**config.mk**
```make
export PLATFORM = sky130hd
export DESIGN_NAME = cordic_iter_sequencer
export DESIGN_NICKNAME = d
export VERILOG_FILES = /design/src/rtl/cordic_iter_sequencer.sv
export SDC_FILE = /design/constraint.sdc
export NUM_CORES = 1
export LEC_CHECK = 0
export CORE_AREA = 5 5 42 44
export CTS_BUF_LIST = sky130_fd_sc_hd__clkbuf_4 sky130_fd_sc_hd__clkbuf_8
export DETAILED_ROUTE_END_ITERATION = 6
export DIE_AREA = 0 0 47 49
export GPL_TIMING_DRIVEN = 1
export PLACE_DENSITY_LB_ADDON = 0.3
export RECOVER_POWER = 25
export SETUP_SLACK_MARGIN = 0.1
export SYNTH_ARGS = -nofsm -noshare
export SYNTH_HDL_FRONTEND = slang
export SYNTH_SLANG_ARGS = --single-unit
```
**constraint.sdc**
```tcl
create_clock -name CLK -period 1.6 [get_ports CLK]
set_input_delay 0.16 -clock CLK [delete_from_list [all_inputs] [get_ports CLK]]
set_output_delay 0.16 -clock CLK [all_outputs]
set_load 0.05 [all_outputs]
```
**src/rtl/cordic_iter_sequencer.sv**
```systemverilog
// rtl/cordic_iter_sequencer.sv - word-serial CORDIC control sequencer (optional gain step: CORDIC_GAIN_COMP_EN)
module cordic_iter_sequencer #(
    parameter int ITERATIONS = 16,
    parameter int ITER_W     = 6
) (
    input  logic              CLK,
    input  logic              RST,
    input  logic              DIN_VALID,
    output logic              DIN_READY,
    output logic              LD_EN,
    output logic              ROT_EN,
    output logic [ITER_W-1:0] ITER_IDX,
    output logic              GAIN_EN,
    output logic              DOUT_VALID,
    input  logic              DOUT_READY,
    output logic              BUSY
);

    localparam logic [ITER_W-1:0] LAST_IDX = ITER_W'(ITERATIONS - 1);

    typedef enum logic [2:0] {
        S_IDLE,
        S_LOAD,
        S_ROTATE,
`ifdef CORDIC_GAIN_COMP_EN
        S_GAIN,
`endif
        S_DONE
    } state_t;

    state_t            state;
    logic [ITER_W-1:0] iter_idx_q;
    logic              ld_en_q;
    logic              rot_en_q;
    logic              gain_en_q;
    logic              dout_valid_q;
    logic              busy_q;

    // Output strobes are registered alongside the state so each one lines up
    // exactly with the state it belongs to.
    always_ff @(posedge CLK) begin
        if (RST) begin
            state        <= S_IDLE;
            iter_idx_q   <= '0;
            ld_en_q      <= 1'b0;
            rot_en_q     <= 1'b0;
            gain_en_q    <= 1'b0;
            dout_valid_q <= 1'b0;
            busy_q       <= 1'b0;
        end else begin
            ld_en_q      <= 1'b0;
            rot_en_q     <= 1'b0;
            gain_en_q    <= 1'b0;
            dout_valid_q <= 1'b0;
            busy_q       <= 1'b1;
            iter_idx_q   <= '0;
            case (state)
                S_IDLE: begin
                    if (DIN_VALID) begin
                        state   <= S_LOAD;
                        ld_en_q <= 1'b1;
                    end else begin
                        busy_q <= 1'b0;
                    end
                end
                S_LOAD: begin
                    state    <= S_ROTATE;
                    rot_en_q <= 1'b1;
                end
                S_ROTATE: begin
                    if (iter_idx_q == LAST_IDX) begin
`ifdef CORDIC_GAIN_COMP_EN
                        state     <= S_GAIN;
                        gain_en_q <= 1'b1;
`else
                        state        <= S_DONE;
                        dout_valid_q <= 1'b1;
`endif
                    end else begin
                        iter_idx_q <= iter_idx_q + ITER_W'(1);
                        rot_en_q   <= 1'b1;
                    end
                end
`ifdef CORDIC_GAIN_COMP_EN
                S_GAIN: begin
                    state        <= S_DONE;
                    dout_valid_q <= 1'b1;
                end
`endif
                S_DONE: begin
                    if (DOUT_READY) begin
                        // A waiting operand is taken on the same edge as the result.
                        if (DIN_VALID) begin
                            state   <= S_LOAD;
                            ld_en_q <= 1'b1;
                        end else begin
                            state  <= S_IDLE;
                            busy_q <= 1'b0;
                        end
                    end else begin
                        dout_valid_q <= 1'b1;
                    end
                end
                default: begin
                    state  <= S_IDLE;
                    busy_q <= 1'b0;
                end
            endcase
        end
    end

    assign DIN_READY  = !RST && ((state == S_IDLE) || ((state == S_DONE) && DOUT_READY));
    assign LD_EN      = ld_en_q;
    assign ROT_EN     = rot_en_q;
    assign ITER_IDX   = iter_idx_q;
    assign GAIN_EN    = gain_en_q;
    assign DOUT_VALID = dout_valid_q;
    assign BUSY       = busy_q;

endmodule
```
==> results.md <==
- The flow ran to the end, and the final reports show no timing, DRC or antenna violations.
- The mapped cell area is 588.1 µm².
- The post-layout minimum cycle time is 1.426 ns.
- The biggest cell delay along the critical path is 0.38 ns.
- The post-synthesis cell type with the largest combined area is sky130_fd_sc_hd__dfxtp_1.
- The power density relative to cell area is roughly 1300 mW/mm².
- Once the floorplan was initialized, standard cells occupied a little over two fifths of the core.
- The required time of the critical path is 1.44 ns.
- After Yosys synthesis, XOR and XNOR cells account for 4.468% of the synthesized area.
- Synthesis produced a netlist whose cell count is between 60 and 70.
- The worst-case IR drop observed on VDD is 0.7498 mV.
- The floorplan row count is 14.
- Setup violations remaining at the end of the flow were counted as 0.
- Setup total negative slack on the finished layout was measured at 0 ns.
- Leaving out fill and tap cells, the most frequent cell in the layout is sky130_fd_sc_hd__buf_4.
- The kind of critical path is reg -> out.
- The number of antenna violations at the first check in global routing is 0.
- The full die area is 0.002303 mm².
- The worst-case clock buffer depth is 2.
- The detailed-placement wirelength estimate is 948.8 µm.
- The number of enable flip-flop cells after synthesis is 0.
- The family of cells with the greatest summed delay on the critical path is flip-flops.
- Across the run, the number of max-cap violations was 0.
- After detailed routing, the average wire length per cell comes to around 13 µm.
- The deepest level of the CTS H-tree is 1.
- The synthesized netlist devotes 19.15% of its cell area to compound gates.
- For this run, design rule violations remaining after detail routing come to 0.
- After floorplanning, the core was sized to cover 0.001401 mm².
- The largest fanout on the critical path is 5.
- The Yosys step of the flow raised 0 warnings.
- Together, buffers and inverters on the worst path number 1.
- The netlist uses 26 different library cells.
- Entering global routing, the biggest net connects 8 pins.
- The maximum operating frequency is 0.7014 GHz.
- Walking the worst path, the cells encountered are ha_2 > a21oi_2 > nor2_2 > buf_12.
- The detailed-routing iteration count for the pre-antenna-repair pass is 4.
- The multi-input combinational cells in the finished layout cover a total of between 300 and 400 µm².
- The die height is 49 µm.
- STA classifies the critical path startpoint as a flip-flop.
- The register bit count reported by yosys is 12.
- The via count of the first global-routing pass is 494.
- Of the total synthesized cell area, the portion taken by full adders, half adders and majority gates is approximately an eighth.
- After the first detailed-routing iteration, the DRC count stood at 4.
- The detail route stage leaves a number of antenna-violating nets equal to 0.
- The data arrival time of the critical path is about 1.3 ns.
- The antenna diode count is 0.
- The count of pins over their slew limit is 0.
- Measured against the total synthesized area, the mux share comes to 1.702%.
- The final layout contains routed wiring with a total length of about 1300 µm.
- Clock-pin slew was measured on the worst setup and hold paths at 0.08 ns.
- Prior to clock tree synthesis, the placed netlist has a worst setup slack of 0.03800 ns.
- The root buffer cell chosen for the clock tree is sky130_fd_sc_hd__clkbuf_4.
- The part of the cycle the worst path needs is 89.11%.
- The total vias in the final route is 493.
- For this run, the leading register cell type out of synthesis is sky130_fd_sc_hd__dfxtp_1.
- The leftover overflow at the end of global routing is 0.
- Counting the buffers created by CTS gives 3.
- On the final layout, the worst clock skew is roughly 0.0058 ns.
- The hold violation count in the final report is 0.
- The headroom to the max-slew limit is 59.97%.
- CTS saw 12 sinks.
- The path category of the worst min-delay check is reg -> reg.
- For the worst-skew pair, the clock arrives at the later sink with an insertion delay of 0.27 ns.
- The routability congestion estimate from global placement is 0.7983.
- The number of buffers added on ports is 14.
- At the pin with the least slew margin, the transition time is 0.6030 ns.
- The mean post-synth cell area is ~9.5 µm².
- The share of synthesized area occupied by flip-flops and latches is a little over 40%.
- The number of hold buffers added after cts is 0.
- The first-pass GRT wire length is 2145 µm.
- After Yosys synthesis, and, or, nand and nor cells account for 15.32% of the synthesized area.
- The number of nets in the finished design is 92.
- From left edge to right edge, the die measures 47 µm.
- The growth of design area from synthesis to finish is 39.36%.
- The number of inserted filler cells in the final layout is 134.
- By area the synthesized netlist is led by sky130_fd_sc_hd__dfxtp_1 (41%), sky130_fd_sc_hd__ha_1 (13%), sky130_fd_sc_hd__a21oi_1 (5.1%).
- By area, the combinational part of the netlist is dominated by compound AO/OA/AOI/OAI gates.
- Across every metal layer, demand over resource in global routing totals about an eighth.
- In the final layout, flip-flops and latches occupy 255.2 µm².
- In this run the static leakage power is 0.3192 nW.
- The total nets after synthesis is 72.
- TritonCTS built the clock tree.
- After synthesis, the share of flip-flops with an asynchronous set or reset is 0%.
- The worst setup path is captured at a primary output.
- The final worst-path setup slack is 0.1742 ns.
- The via count normalized by instance count is 5.082.
- Setup repair after global routing left no endpoint under its margin.
- The slowest stage of the critical path is the sky130_fd_sc_hd__dfxtp_2 cell.
- Of the cells placed in the final design, the portion with a size suffix greater than 1 is 35.80%.
- In the layout the commonest cells are sky130_fd_sc_hd__buf_4 (7), sky130_fd_sc_hd__dfxtp_1 (6), sky130_fd_sc_hd__nor2_1 (5), sky130_fd_sc_hd__a21oi_1 (5), sky130_fd_sc_hd__clkbuf_1 (5).
- The top-level I/O count is 16.
- After synthesis, the largest area contributor takes up around two fifths of total cell area.
==> cell families (layout without fill, tap and decap cells) <==
group / after synthesis / count (layout)
multiplexers: 1 / 1
AO/OA/AOI/OAI: 15 / 15
XOR/XNOR: 3 / 3
other: 1 / 1
flip-flops: 12 / 12
adder cells (fa/ha/maj): 6 / 6
buffers and inverters: 7 / 26
AND/OR/NAND/NOR: 17 / 17
==> path summary, 6_finish.rpt <==
kind	startpoint	end	slack, ns	depth (start not counted)
worst min-delay path	ITER_IDX[0]	ITER_IDX[0]	0.43	1
worst max-delay path	state[0]	DIN_READY	0.17	4
worst max register to register	state[1]	state[0]	0.20	4
worst min register to register	ITER_IDX[0]	ITER_IDX[0]	0.43	1
==> power breakdown <==
group / switching [W] / internal, W / leakage [nW]
logic: 0.000291 / 0.000224 / 0.203
clock network: 0.000104 / 0.0000900 / 0.0154
registers: 0.0000389 / 0.000345 / 0.101
==> worst reg2reg max path, stage by stage (launching register included) <==
cell and delay [ns]:
sky130_fd_sc_hd__dfxtp_4 0.38, sky130_fd_sc_hd__ha_2 0.19, sky130_fd_sc_hd__and2b_4 0.18, sky130_fd_sc_hd__a2111oi_4 0.35
sky130_fd_sc_hd__o221a_1 0.24
==> final cells by class <==
class / count / area share, %
Multi-Input combinational cell: 43 / 45.65
Sequential cell: 12 / 31.15
Clock inverter: 1 / 0.4580
Tap cell: 16 / 2.443
Clock buffer: 3 / 2.748
Inverter: 6 / 2.748
Timing Repair Buffer: 16 / 14.81
==> what timing repair did <==
item / in CTS / in global routing
pin swaps: 1 / 1
setup endpoints to repair: 3 / 3
setup buffers: 0 / 0
gates resized for setup: 6 / 8
==> per-layer routing <==
layer  share of wire, %  wire length, µm  track usage, %
met3                7.9              101           5.535
met4                  0                0           1.382
met1                 41              522           15.27
met5                  0                0               0
met2                 51              649           19.68
==> state kept, by name (all words and copies together) (netlist names) <==
| name | flops |
|---|---|
| DOUT_VALID | 1 |
| BUSY | 1 |
| ROT_EN | 1 |
| state | 2 |
| ITER_IDX | 6 |
| LD_EN | 1 |
==> synth_stat cells, types with 2 or more instances <==
library cell              count
sky130_fd_sc_hd__ha_1         6
sky130_fd_sc_hd__nor2_1       6
sky130_fd_sc_hd__o21a_1       2
sky130_fd_sc_hd__nor4_1       2
sky130_fd_sc_hd__nand2_1      3
sky130_fd_sc_hd__a21oi_1      6
sky130_fd_sc_hd__dfxtp_1     12
sky130_fd_sc_hd__xor2_1       2
sky130_fd_sc_hd__inv_1        6
==> metrics by stage <==
step	hold slack [ns]	power [W]	instances	cell area [µm²]	utilization, %
floorplan	0.2371	0.0007037	62	610.6	-
global placement	0.4185	0.0008402	93	763.2	54.46
detailed placement	0.4241	0.0008414	93	763.2	54.46
CTS	0.4359	0.001078	97	809.5	57.77
global route	0.4518	0.001165	97	819.5	58.48
finish	0.4315	0.001093	97	819.5	58.48
(Power assumes the default switching activity.)
